<file path="config.mk">
export PLATFORM = sky130hd
export DESIGN_NAME = iter_down_seq
export DESIGN_NICKNAME = d
export VERILOG_FILES = /design/src/rtl/iter_down_seq.sv
export SDC_FILE = /design/constraint.sdc
export NUM_CORES = 1
export LEC_CHECK = 0
export ABC_AREA = 1
export CORE_AREA = 2 2 39 41
export CTS_BUF_LIST = sky130_fd_sc_hd__clkbuf_4
export DETAILED_ROUTE_END_ITERATION = 7
export DIE_AREA = 0 0 41 43
export DONT_BUFFER_PORTS = 1
export GPL_TIMING_DRIVEN = 0
export PLACE_DENSITY = 0.56
export SKIP_LAST_GASP = 1
export SLEW_MARGIN = 20
export SYNTH_ARGS = -nofsm -noshare
export SYNTH_HDL_FRONTEND = slang
export SYNTH_SLANG_ARGS = --single-unit
</file>
<file path="constraint.sdc">
create_clock -name clk -period 1.55 [get_ports clk]
set_clock_uncertainty 0.1 [all_clocks]
set_input_delay 0.3875 -clock clk [delete_from_list [all_inputs] [get_ports clk]]
set_output_delay 0.3875 -clock clk [all_outputs]
set_load 0.02 [all_outputs]
</file>
<file path="src/rtl/iter_down_seq.sv">
// Iteration sequencer for the iterative multiply/divide datapath: loads ITERS-1
// on a start request, steps down to 0 while enabled, then pulses done for one cycle.
module iter_down_seq #(
    parameter int CNT_W = 5,
    parameter int ITERS = 32
) (
    input  logic             clk,
    input  logic             clr,
    input  logic             start_mult,
    input  logic             start_div,
    input  logic             en,
    output logic             op_div,
    output logic             busy,
    output logic             step,
    output logic [CNT_W-1:0] iter,
    output logic             first,
    output logic             last,
    output logic             done,
    output logic             err
);

    typedef enum logic [1:0] {IDLE, RUN, DONE} state_t;

    localparam logic [CNT_W-1:0] ITER_MAX = CNT_W'(ITERS - 1);

    state_t           state, state_nxt;
    logic [CNT_W-1:0] iter_q, iter_nxt;
    logic             op_div_q, op_div_nxt;
    logic             err_q, err_nxt;
    logic             start;

    assign start = start_mult | start_div;

    // A start request preempts whatever the sequencer is doing, including DONE.
    always_comb begin
        state_nxt  = state;
        iter_nxt   = iter_q;
        op_div_nxt = op_div_q;
        err_nxt    = 1'b0;
        if (start) begin
            state_nxt  = RUN;
            iter_nxt   = ITER_MAX;
            op_div_nxt = start_div & ~start_mult;
            err_nxt    = start_mult & start_div;
        end else begin
            case (state)
                RUN: begin
                    if (en) begin
                        if (iter_q != '0) iter_nxt = iter_q - CNT_W'(1);
                        else              state_nxt = DONE;
                    end
                end
                DONE:    state_nxt = IDLE;
                default: state_nxt = IDLE;
            endcase
        end
    end

    always_ff @(posedge clk) begin
        if (clr) begin
            state    <= IDLE;
            iter_q   <= '0;
            op_div_q <= 1'b0;
            err_q    <= 1'b0;
        end else begin
            state    <= state_nxt;
            iter_q   <= iter_nxt;
            op_div_q <= op_div_nxt;
            err_q    <= err_nxt;
        end
    end

    // Outputs decode registered state only; en merely gates the step strobe.
    assign op_div = op_div_q;
    assign busy   = (state != IDLE);
    assign step   = (state == RUN) && en;
    assign iter   = iter_q;
    assign first  = step && (iter_q == ITER_MAX);
    assign last   = step && (iter_q == '0);
    assign done   = (state == DONE);
    assign err    = err_q;

endmodule

</file>
Word-level counts from Yosys, hierarchy flattened

Index checks and enable logic that the tools add are counted.

Memories: 0
Logic and storage cells: 40
Flip-flop bits (word level): 9
Bits in latches: 0
Input bits: 5
Memory bits (read-only): 0
Output and inout bits: 12
RAM bits: 0

Divide/modulo/power cells: 0
Magnitude comparators: 0
Equality and inequality tests: 5
$add $sub $neg: 1
Bitwise logic cells: 7
Shifts and indexed selects: 0
Reductions and logical operators: 14
Multiplexer cells: 8
$mul: 0

Operators with widths:

| cell                                                | count |
|---|---|
| 2-to-1 mux 5 bit                                    | 4 |
| nonzero test 2 bit                                  | 4 |
| inequality test 3 bit, second input constant        | 2 |
| equality test 5 bit, second input constant          | 1 |
| logical NOT 5 bit                                   | 1 |
| nonzero test 5 bit                                  | 1 |
| subtractor 5 x 1 -> 5 bit, second input constant    | 1 |
| 2-to-1 mux 1 bit                                    | 4 |
| inverter 1 bit                                      | 4 |
| AND reduction 2 bit                                 | 2 |
| logical AND 1 bit                                   | 3 |
| AND reduction 3 bit                                 | 1 |
| OR reduction 3 bit                                  | 1 |
| AND 1 bit                                           | 2 |
| equality test 2 x 1 -> 1 bit, second input constant | 1 |
| equality test 2 bit, second input constant          | 1 |
| OR reduction 2 bit                                  | 1 |
| OR 1 bit                                            | 1 |

Depth between registers and ports, before layout

Depth in word-level cells: 5
Gate-level depth with buffers: 8
Gate-level depth less buffers: 8

Worst setup path after synthesis

Ideal clock, no wire load.

Path kind: register -> output
From: register iter_q[0] (netlist: iter[0])
To: output port first
Cell stages (with the launch flop): 4
Arrival: 1,245 ps
Path slack: -182 ps
Required time: 1,062 ps
Path buffers: 0
Cells stage by stage: dfxtp_1 > ha_1 > nand3_1 > nor3_1

Word-level cells in the longest chain between the ends: 2

RTL lines:

| element                | line | source |
|---|---|---|
| from (decl)            | 27   | `logic [CNT_W-1:0] iter_q, iter_nxt;` |
| from (signal assigned) | 67   | `iter_q <= iter_nxt;` |
| equality test 5 bit    | 78   | `assign first = step && (iter_q == ITER_MAX);` |
| logical AND 1 bit      | 78   |  |
| to (decl)              | 16   | `output logic first,` |

Every way passes these cells.

Worst setup path after layout

Same ends and word-level chain as after synthesis.

==> metrics.md <==
| Metric | Value |
|---|---|
| Syn_nets | 72 |
| Synth top area share | 0.3740 |
| Critical path cell sequence | ha_4 -> nand3_2 -> nor3_4 |
| Detailed Routing Iterations Pass 1 | 2 |
| Core Area | 1384 sq um |
| Max Freq | 586.9 MHz |
| Synth top area cells | dfxtp_1 (37%), nand2_1 (12%), nand3_1 (7.3%) |
| Crit-path slowest cell | dfxtp_4 |
| GRT Total Usage | 0.1317 |
| Layout area overhead | 30.91% |
| Power Density | approximately 1000 nW/um^2 |
| CTS Buffer Depth | 2 |
| Grt ovf | 0 |
| Largest net degree at the start of global routing | 8 |
| Chip Width | roughly 40 microns |
| Antenna violations before repair | 0 |
| Site row count | 14 |
| Crit. End Element | primary output |
| Synth Area in Compound Gates | 0.03636 |
| Top Ports | 17 |
| Non-Filler Instances | 89 |
| Main combinational cell family by area after synthesis | simple AND/OR/NAND/NOR gates |
| Post-Syn Area | roughly 480 sq um |
| Worst hold endpoint | err |
| First-pass GRT wire length | around 1500 microns |
| Vias in the first global route | slightly below 400 |
| Final nets | between 80 and 90 |
| Fillers | roughly 150 |
| Initial core utilization | 0.3481 |
| Ant diodes | 0 |
| Mapped Cells | 65 |
| Mux contribution to synthesized area | 0 |
| Seq/Total Area, Yosys | 0.3740 |
| Critical path arrival | between 1000 and 1500 ps |
| Detailed-route DRC error count | 0 |
| Avg Synthesized Cell Area | 7.411 sq um |
| Crit path launch type | flop |
| Routed vias/inst | about 5.0 |
| Yosys cell types | 17 |
| Reg-to-Reg Start | iter[0] |
| Outcome | complete, but fails checks |
| Port buffer count | 0 |
| WL/cell | about 11 microns |
| Share of cells above drive strength 1 | 0.4110 |
| Final min period | between 1500 and 2000 ps |
| Final setup viols | 2 |
| 1st-iter DRT viols | 5 |
| CTS tree | done |
| Skew-Pair Late Insertion Delay | ~260 ps |
| Design area | 630.6 sq um |
| Final core utilization | 0.4557 |
| Num CTS Buffers | 3 |
| Largest area contributor in the netlist | dfxtp_1 |
| Placed cell count | slightly above 80 |
| Via count | about 440 |
| Crit-path max cell delay | around 420 ps |
| Final Hold Violating Endpoints | 0 |
| R2R Setup Slk | 140 ps |
| CP required | between 1000 and 1500 ps |
| Clk sinks | 9 |
| Beginning of the critical path | iter[0] |
| Adder-Cell Fraction of Synth Area | 0.05195 |
| Min Hold Slack | 86.66 ps |
| Detail Route Antenna Nets | 0 |
| Warnings, synthesis | 0 |
| DP Worst Slack | -134.6 ps |
| Tcrit/Tclk final | 1.099 |
| Failing checks | negative setup slack |
| Final WS setup | -153.9 ps |
| XOR/XNOR Fraction of Synth Area | 0 |
| Worst hold path class | input port to flop |
| RSZ-0062 raised after global routing | true |
| CTS Hold Bufs | 0 |
| Worst hold path depth | 1 |
| Final wirelength | slightly below 1000 microns |
| Placed wire-length estimate | 673.4 microns |
| Reg clk slew, reported paths | about 60 ps |
| Slew HR | 0.5318 |
| Worst Max-Slew Pin Slew | 695.0 ps |
| DIE HEIGHT | 43 microns |
| Post-synthesis simple-gate area fraction | 0.4597 |
| Post-synthesis register bit count | 9 |
| Die area | roughly 1800 sq um |
| R2R depth | 9 |
| Power, Total | between 0.6 and 0.7 mW |
| Critical path fanouts, max | 5 |
| Gpl congestion | between 0.7 and 0.8 |
| CTS H-Tree Depth | 1 |
| Clk root buf | clkbuf_4 |
| Worst min-delay path startpoint | clr |
| Crit Reg-Reg Endpoint | iter[0] |
| Final setup TNS | -242.2 ps |
| Max rail drop VDD | roughly 0.49 mV |
| Path type of the worst setup path | flop to primary output |
| Max-cap violations | 0 |
| Pleak | roughly 0.28 nW |
| Fin. max-slew vios | 0 |
| Placed Area | around 510 sq um |
per-layer routing:
metal  part of all wire  global-route usage  vias up  wire, microns
met1               0.46              0.1613      197            442
met3              0.073             0.04712        5             70
met2               0.43              0.1688       16            415
li1                   -                   -      226              -
met4              0.034              0.1200        0             33
met5                  0                   0        -              0
worst max path at each step:
| stage | endpoint |
|---|---|
| global route | first |
| floorplan | first |
| detailed placement | first |
| finish | first |
| global placement | first |
| CTS | first |
kinds of logic after synthesis:
family / count (synthesis)
buf+inv: 10
simple gates: 41
flops: 9
compound gates: 3
fa+ha+maj: 2
power by group:
part           switching [mW]  leakage (nW)  internal [mW]
logic                  0.0741         0.185         0.0524
registers              0.0490        0.0761          0.254
clock network          0.0823        0.0184          0.117
total                   0.205         0.280          0.423
critical path: cells and delay by family (launching register included):
family | cells | cell delay (ps)
fa+ha+maj | 1 | 150
flops | 1 | 420
simple gates | 2 | 380
state kept, by name, indices dropped and copies added, names as in the netlist:
signal / flops
iter: 5
state: 2
err: 1
op_div: 1
what timing repair did:
action / 4_1_cts / 5_1_grt
setup endpoints to repair: 6 / 2
resized for setup: 13 / 6
setup buffers: 3 / 1
pin swaps: 4 / 3
synthesized netlist by cell type:
cell type and n:
nor2_1 7, nand2_1 16, o211ai_1 1, dfxtp_1 9
nand3_4 1, ha_1 2, nand2_4 1, nor2_4 1
nor2_8 1, nand2_2 1, or2_2 1, nand3_1 7
o21ai_0 2, nor3_1 3, nand4_1 2, inv_2 2
inv_1 8
cell usage in the layout (no fill, tap or decap):
master,instances
or2_2,1
nor2_4,2
nand2_4,2
ha_4,2
dfxtp_4,2
dfxtp_1,3
o21ai_0,2
nor3_1,2
nand3_2,1
nor2_1,6
nand4_1,2
inv_4,1
clkbuf_4,4
o211ai_1,1
nand2_1,16
nand3_4,1
dfxtp_2,4
nor3_4,1
nor2_8,1
buf_4,4
nand3_1,6
inv_1,5
inv_2,4
final cells by class:
cell class	instances	area, sq um	area share
Tap cell	16	20.02	0.03175
Inverter	10	40.04	0.06349
Timing Repair Buffer	4	30.03	0.04762
Multi-Input combinational cell	46	317.8	0.5040
Clock buffer	4	30.03	0.04762
Sequential cell	9	192.7	0.3056
(Power assumes the default switching activity.)
